==> config.mk <==
export PLATFORM = sky130hd
export DESIGN_NAME = mouse_quad_enc
export DESIGN_NICKNAME = d
export VERILOG_FILES = /design/src/rtl/mouse_quad_enc.sv
export SDC_FILE = /design/constraint.sdc
export NUM_CORES = 1
export LEC_CHECK = 0
export ABC_AREA = 1
export BUFFER_PORTS_ARGS = -buffer_cell sky130_fd_sc_hd__buf_4
export CAP_MARGIN = 10
export CORE_ASPECT_RATIO = 1.1
export CORE_MARGIN = 2
export CORE_UTILIZATION = 37
export DETAILED_ROUTE_END_ITERATION = 16
export RECOVER_POWER = 100
export SLEW_MARGIN = 10
export SYNTH_ARGS = -nofsm -noshare
export SYNTH_HDL_FRONTEND = slang
export SYNTH_SLANG_ARGS = --single-unit
==> constraint.sdc <==
create_clock -name w_clk -period 2.8 [get_ports w_clk]
set_clock_uncertainty 0.15 [all_clocks]
set_input_delay 0.14 -clock w_clk [delete_from_list [all_inputs] [get_ports w_clk]]
set_output_delay 0.14 -clock w_clk [all_outputs]
set_load 0.005 [all_outputs]
==> src/rtl/mouse_quad_enc.sv <==
`default_nettype none
// ============================================================================
// Module   : mouse_quad_enc
// Purpose  : Quadrature mouse encoder. Accepts signed 8-bit X/Y motion deltas,
//            accumulates them as pending steps and emits rate-limited 2-bit
//            Gray-code quadrature pairs, one step per axis every STEP_DIV
//            clocks at most.
// Ports    : w_clk     - system clock
//            w_arst_n  - asynchronous active-low reset
//            delta_vld - dx_in/dy_in valid this cycle
//            delta_rdy - block can accept a delta
//            dx_in     - signed horizontal delta
//            dy_in     - signed vertical delta
//            clr       - synchronous clear of both accumulators
//            quad_h    - horizontal {A,B}
//            quad_v    - vertical {A,B}
//            busy      - at least one accumulator non-zero
// Config   : MOUSE_QUAD_ENC_SAT_EN - when defined, delta_rdy is tied high and
//            each accumulator saturates instead of back-pressuring.
// Revision : 1.0 - initial release
// ============================================================================
module mouse_quad_enc #(
    parameter int STEP_DIV = 4250,
    parameter int ACC_W    = 10
) (
    input  logic       w_clk,
    input  logic       w_arst_n,
    input  logic       delta_vld,
    output logic       delta_rdy,
    input  logic [7:0] dx_in,
    input  logic [7:0] dy_in,
    input  logic       clr,
    output logic [1:0] quad_h,
    output logic [1:0] quad_v,
    output logic       busy
);

    localparam int TMR_W = $clog2(STEP_DIV);
    localparam logic [TMR_W-1:0] TMR_RELOAD = TMR_W'(STEP_DIV - 1);

    // Phase p -> {A,B}: 0:00, 1:01, 2:11, 3:10 (one bit changes per step)
    function automatic logic [1:0] phase_to_ab(input logic [1:0] p);
        return {p[1], p[1] ^ p[0]};
    endfunction

    // ------------------------------------------------------------------
    // Free-running step timer; tick is high while the counter sits at 0
    // ------------------------------------------------------------------
    logic [TMR_W-1:0] tmr;
    logic             tick;

    assign tick = (tmr == '0);

    always_ff @(posedge w_clk or negedge w_arst_n) begin
        if (!w_arst_n) begin
            tmr <= TMR_RELOAD;
        end else if (tick) begin
            tmr <= TMR_RELOAD;
        end else begin
            tmr <= tmr - 1'b1;
        end
    end

    // ------------------------------------------------------------------
    // Handshake
    // ------------------------------------------------------------------
    logic            accept;
    logic [1:0][7:0] deltas;
    logic [3:0]      quad_all;
    logic [1:0]      nz;

    assign deltas = {dy_in, dx_in};
    assign accept = delta_vld & delta_rdy;

`ifdef MOUSE_QUAD_ENC_SAT_EN
    assign delta_rdy = 1'b1;
`else
    // Headroom of one full-scale delta (128) below the accumulator limit, so
    // an accepted delta can never overflow.
    localparam logic signed [ACC_W-1:0] RDY_MAX = ACC_W'((2 ** (ACC_W - 1)) - 129);
    localparam logic signed [ACC_W-1:0] RDY_MIN = ACC_W'(-((2 ** (ACC_W - 1)) - 129));

    logic [1:0] in_range;

    assign delta_rdy = &in_range;
`endif

    // ------------------------------------------------------------------
    // Per-axis accumulator, phase counter and registered output pair
    // ------------------------------------------------------------------
    for (genvar a = 0; a < 2; a++) begin : g_axis
        logic signed [ACC_W-1:0] acc;
        logic signed [ACC_W-1:0] acc_nxt;
        logic [1:0]              phase;
        logic [1:0]              phase_nxt;
        logic [1:0]              ab;
        logic                    step_up;
        logic                    step_dn;
        logic [7:0]              d;

        assign d = deltas[a];

        // Direction is decided on the pre-accept accumulator value
        assign step_up = tick & ~acc[ACC_W-1] & (acc != '0);
        assign step_dn = tick &  acc[ACC_W-1];

`ifdef MOUSE_QUAD_ENC_SAT_EN
        localparam logic signed [ACC_W+1:0] SUM_MAX = (ACC_W+2)'((2 ** (ACC_W - 1)) - 1);
        localparam logic signed [ACC_W+1:0] SUM_MIN = (ACC_W+2)'(-(2 ** (ACC_W - 1)));

        // Two guard bits keep acc + delta - dir exact before clamping
        logic signed [ACC_W+1:0] sum;

        always_comb begin
            sum = {{2{acc[ACC_W-1]}}, acc};
            if (accept) begin
                sum = sum + {{(ACC_W-6){d[7]}}, d};
            end
            if (step_up) begin
                sum = sum - 1'b1;
            end else if (step_dn) begin
                sum = sum + 1'b1;
            end
            if (sum > SUM_MAX) begin
                acc_nxt = SUM_MAX[ACC_W-1:0];
            end else if (sum < SUM_MIN) begin
                acc_nxt = SUM_MIN[ACC_W-1:0];
            end else begin
                acc_nxt = sum[ACC_W-1:0];
            end
        end
`else
        always_comb begin
            acc_nxt = acc;
            if (accept) begin
                acc_nxt = acc_nxt + {{(ACC_W-8){d[7]}}, d};
            end
            if (step_up) begin
                acc_nxt = acc_nxt - 1'b1;
            end else if (step_dn) begin
                acc_nxt = acc_nxt + 1'b1;
            end
        end

        assign in_range[a] = (acc <= RDY_MAX) && (acc >= RDY_MIN);
`endif

        // A clear discards the pending steps, so the phase must not move on
        // that cycle either.
        always_comb begin
            phase_nxt = phase;
            if (!clr) begin
                if (step_up) begin
                    phase_nxt = phase + 2'd1;
                end else if (step_dn) begin
                    phase_nxt = phase - 2'd1;
                end
            end
        end

        always_ff @(posedge w_clk or negedge w_arst_n) begin
            if (!w_arst_n) begin
                acc   <= '0;
                phase <= '0;
                ab    <= '0;
            end else begin
                acc   <= clr ? '0 : acc_nxt;
                phase <= phase_nxt;
                ab    <= phase_to_ab(phase_nxt);
            end
        end

        assign quad_all[2*a +: 2] = ab;
        assign nz[a]              = (acc != '0);
    end

    assign quad_h = quad_all[1:0];
    assign quad_v = quad_all[3:2];
    assign busy   = |nz;

endmodule
`default_nettype wire

# After elaboration in Yosys (flattened, before gate mapping)
# Cells that the tools add are included.
# Widths: inputs -> output; s select.
# word_totals
register_bits	41
inputBits	20
output_inout_bits	6
wordCells	55
# classes
addsub	11
order_cmp	4
muxes	15
n_bitwise	11
n_reduce_logical	7
# ops
operator	count
$mux 10	8
$add 10x1->10 const B	2
$add 10x10->10	2
$ge 10x10->1 const B	2
$le 10x10->1 const B	2
$reduce_bool 10->1	2
$sub 10x1->10 const B	2
$logic_not 13->1	1
$mux 13	1
$sub 13x1->13 const B	1
$mux 2	6
$and 1x1->1	7
$add 2x1->2 const B	2
$sub 2x1->2 const B	2
$logic_and 1x1->1	2
$not 1->1	2
$reduce_and 2->1	1
$reduce_or 2->1	1
$xor 1x1->1	2

# Depth between registers and ports, before layout
# logic_depth
word_depth	9
mapped_depth	18
mapped_depth_nobuf	18

# Worst setup path before layout
# No wires, ideal clock.
# synth_path
path_type	reg-to-reg
from	register g_axis[0].acc[9]
to	register g_axis[1].acc[6]
setup_time_ps	117
arrival_ps	2132
required_ps	2533
slack_ps	401
stages_incl_launch_ff	18
path_buffers	1
period_less_slack_ps	2399
cell_sequence	dfrtp_1 inv_2 nand3_1 nand2_1 clkinv_1 nand4_4 buf_4 nand2_1 nand2_1 inv_1 ha_1 inv_1 nor2_1 nand4_1 o22ai_1 nand2_1 nand2_1 nor2_1
# synth_between
elab_chain_len	9
word_cells_on_any_way	11
cone_classes	add/sub (2); order compare (2); mux (4); bitwise (1); reduce/logical (2)
# synth_lines
element	line	text
start, declared	92	logic signed [ACC_W-1:0] acc;
start signal, assigned	167	acc <= clr ? '0 : acc_nxt;
$le 10x10->1 / $ge 10x10->1 (equally long branches)	145	assign in_range[a] = (acc <= RDY_MAX) && (acc >= RDY_MIN);
$logic_and 1x1->1 *	145	
$reduce_and 2->1 *	85	assign delta_rdy = &in_range;
$and 1x1->1 *	73	assign accept = delta_vld & delta_rdy;
$mux 10 *	135	if (accept) begin
$add 10x1->10	141	acc_nxt = acc_nxt + 1'b1;
$mux 10	140	end else if (step_dn) begin
$mux 10 *	138	if (step_up) begin
$mux 10 *	167	
end signal, assigned	167	
end, declared	92	
# Every way passes the cells marked *; elsewhere a longest branch is shown, timed or not.

# Worst setup path after layout
# layout_path
from	register g_axis[1].acc[0]
to	register g_axis[1].acc[6]
# layout_between
elab_chain_len	9
word_cells_on_any_way	14
cone_classes	add/sub (3); order compare (2); mux (4); bitwise (2); reduce/logical (3)
# layout_lines
element	line
$le 10x10->1 / $ge 10x10->1 (equally long branches)	145
$logic_and 1x1->1	145
$reduce_and 2->1	85
$and 1x1->1	73
$mux 10	135
$add 10x1->10	141
$mux 10	140
$mux 10 *	138
$mux 10 *	167
# Marks and branches as above.

==> impl_metrics.tcl <==
set metrics [dict create \
    final_common_cell "nand2_1" \
    p_sw_frac 0.5140 \
    vdd_ir_drop_max_mv 0.2937 \
    viasPerCell 4.956 \
    outcome "finished clean" \
    instances_no_fill 678 \
    insertedDiodeCount 0 \
    synth_compound_area_frac 0.1336 \
    slew_viol_final 0 \
    required_ns 2.85 \
    synth_top_family_by_area "simple AND/OR/NAND/NOR gates" \
    coreArea_mm2 0.009305 \
    wl_met3_um 281 \
    grt-ovfl-total 0 \
    power_frac_comb 0.690 \
    grt_max_degree 40 \
    dp_hpwl_um 6580 \
    synth_nets 562 \
    antenna_found_initial 0 \
    synth_area_leader_cell "dfrtp_1" \
    drt_iter0_drc 182 \
    drive_gt1_frac 0.1783 \
    clkLatencyLatePin_ns 0.31 \
    cts_buffer_depth 2 \
    numCtsBuffers 5 \
    synth_area_mm2 0.003512 \
    yosysWarnings 0 \
    max-slew-margin-rel 0.3506 \
    synth-adder-area-share 0.09334 \
    postSynthCellCount 517 \
    netlist.area_leader.share 0.2423 \
    fmax_ghz 0.3875 \
    highest_layer "met4" \
    hold_depth 5 \
    synth.distinct_cells 47 \
    cts_tree "built" \
    reg2reg_depth 13 \
    die_area_mm2 0.01029 \
    critPathMaxFanout 5 \
    synth-xor-area-share 0.05415 \
    total_power_uw 4192 \
    tns_ns 0 \
    synthTopCellsByArea "dfrtp_1 24%, nand2_1 14%, ha_1 8.2%, inv_1 7.4%, nor2_1 7.1%" \
    min_period_ns 2.581 \
    grt_pass1_vias 3193 \
    post_synth.cell_area_avg_um2 6.793 \
    final_cell_mix "124 x nand2_1, 70 x inv_1, 64 x nor2_1, 34 x dfrtp_1" \
    muxShareOfSynthArea 0 \
    p_leak_uw 0.002153 \
    power.density_mw_per_mm2 1011 \
    finalSetupViolations 0 \
    cts_sinks 39 \
    drt-total-wl_um 8307 \
    p_int_uw 2037 \
    drt-pass1-iter-count 5 \
    cp-end-kind "flip-flop" \
    grt_pass1_wl_um 14210 \
    clkTransAtPathRegs_ns 0.07 \
    critPathKind "reg -> reg" \
    yosysSeqAreaShare 0.2797 \
    postRouteAntennaNets 0 \
    cts.htree.levels 2 \
    syn_to_final_growth_pct 17.99 \
    rows 37 \
    initial_core_util 0.3774 \
    pin_count 26 \
    start_kind "flip-flop" \
    nets 605 \
    hold_path_class "in -> reg" \
    hold_viol 0 \
    wl_per_cell_um 12.25 \
    cts_root_buf "clkbuf_8" \
    gp_congestion 0.8886 \
    pwr-share-seq 0.207 \
    track_usage 0.1678 \
    switching_power_uw 2155 \
    dpl.cell_count 668 \
    portBuffers 25 \
    worst_pin_slew_ns 0.9741 \
    drc 0 \
    rsz0062_at_grt "true" \
    clkPwrFrac 0.102 \
    drv_cap 0 \
    die_y_um 106.2 \
    synth_seq_cells 39 \
    fp.dieW_um 96.90 \
    synthSimpleGateAreaFrac 0.3420 \
    cp.arrival_ns 2.63 \
    vias 3360 \
    met2WireLength_um 3995 \
    finalCritPeriodShare 0.9217 \
    wl_met1_um 3900 \
]
power by group through the flow:
| stage | Combinational, uW | Sequential [uW] | Clock, uW |
|---|---|---|---|
| 6_report | 2890 | 870 | 429 |
| 3_3_place_gp | 2690 | 873 | 0 |
| 4_1_cts | 2740 | 867 | 438 |
| 2_1_floorplan | 1990 | 855 | 0 |
| 3_5_place_dp | 2710 | 878 | 0 |
| 5_1_grt | 3310 | 891 | 469 |
state kept, by name (all words and copies together) (netlist names):
| name | count |
|---|---|
| g_axis.phase | 2 |
| tmr | 13 |
| quad_v | 2 |
| g_axis.acc | 20 |
| quad_h | 2 |
synth_stat cells (all sizes together):
library cell  count
a21o              2
a21oi            36
a221oi            1
a31oi             1
and2              1
and3              1
buf               6
clkinv            1
dfrtp            34
dfstp             5
fa                2
ha               23
inv              76
nand2           132
nand3            32
nand3b            1
nand4            16
nor2             71
nor3              9
nor3b             1
nor4              1
o2111ai           1
o211ai            2
o21a              1
o21ai            35
o221ai            1
o22ai             1
o31ai             2
or2               2
xnor2            10
xor2             10
stage by stage:
stage | setup slack (ns) | hold WS, ns | utilization | cell area, um2
2_1_floorplan | 0.4013 | -0.3056 | - | 3512
3_3_place_gp | 0.1480 | -0.001059 | 0.4228 | 3934
3_5_place_dp | 0.1417 | 0.003122 | 0.4228 | 3934
4_1_cts | 0.1101 | 0.2059 | 0.4357 | 4054
5_1_grt | -0.03909 | 0.2101 | 0.4453 | 4144
6_report | 0.2193 | 0.1818 | 0.4453 | 4144
worst paths after layout:
path,start,end,slack [ns]
worst max-delay path,g_axis[1].acc[0]$_DFF_PN0_,g_axis[1].acc[6]$_DFF_PN0_,0.22
worst min-delay path,dy_in[0],g_axis[1].acc[0]$_DFF_PN0_,0.18
worst max register to register,g_axis[1].acc[0]$_DFF_PN0_,g_axis[1].acc[6]$_DFF_PN0_,0.22
worst min register to register,tmr[0]$_DFF_PN1_,tmr[0]$_DFF_PN1_,0.32
max in group asynchronous,w_arst_n,g_axis[1].acc[3]$_DFF_PN0_,1.52
min in group asynchronous,w_arst_n,quad_h[1]$_DFF_PN0_,0.37
logic make-up after synthesis:
group,Yosys count
compound gates,83
xor+xnor,20
fa+ha+maj,25
buf+inv,83
flops,39
simple gates,267
per-layer routing:
layer	vias up	GRT usage
met5	-	0
met4	0	0.04829
met3	11	0.03353
met2	50	0.2937
met1	1533	0.2098
li1	1766	-
what timing repair did:
| item | in CTS | in global routing |
|---|---|---|
| gates resized for setup | 0 | 26 |
| hold buffers | 2 | 0 |
| setup endpoints to repair | 0 | 12 |
| setup buffers | 0 | 0 |
| hold endpoints to repair | 35 | 0 |
critical path, stage by stage (launching register included):
cell and delay [ns]:
dfrtp_1 0.37, ha_1 0.18, inv_1 0.07, fa_2 0.52
inv_1 0.06, o21ai_2 0.25, ha_1 0.22, inv_1 0.04
nor2_1 0.14, nand4_1 0.10, o22ai_1 0.21, nand2_1 0.07
nand2_1 0.06, nor2_1 0.04
final cells by class:
class                           count  area, um2
Clock buffer                        8      100.1
Fill cell                         977       5161
Inverter                           77      291.5
Multi-Input combinational cell    395       2281
Sequential cell                    39      982.2
Tap cell                          117      146.4
Timing Repair Buffer               42      342.8
No activity file was read; power rests on OpenSTA's default activity.
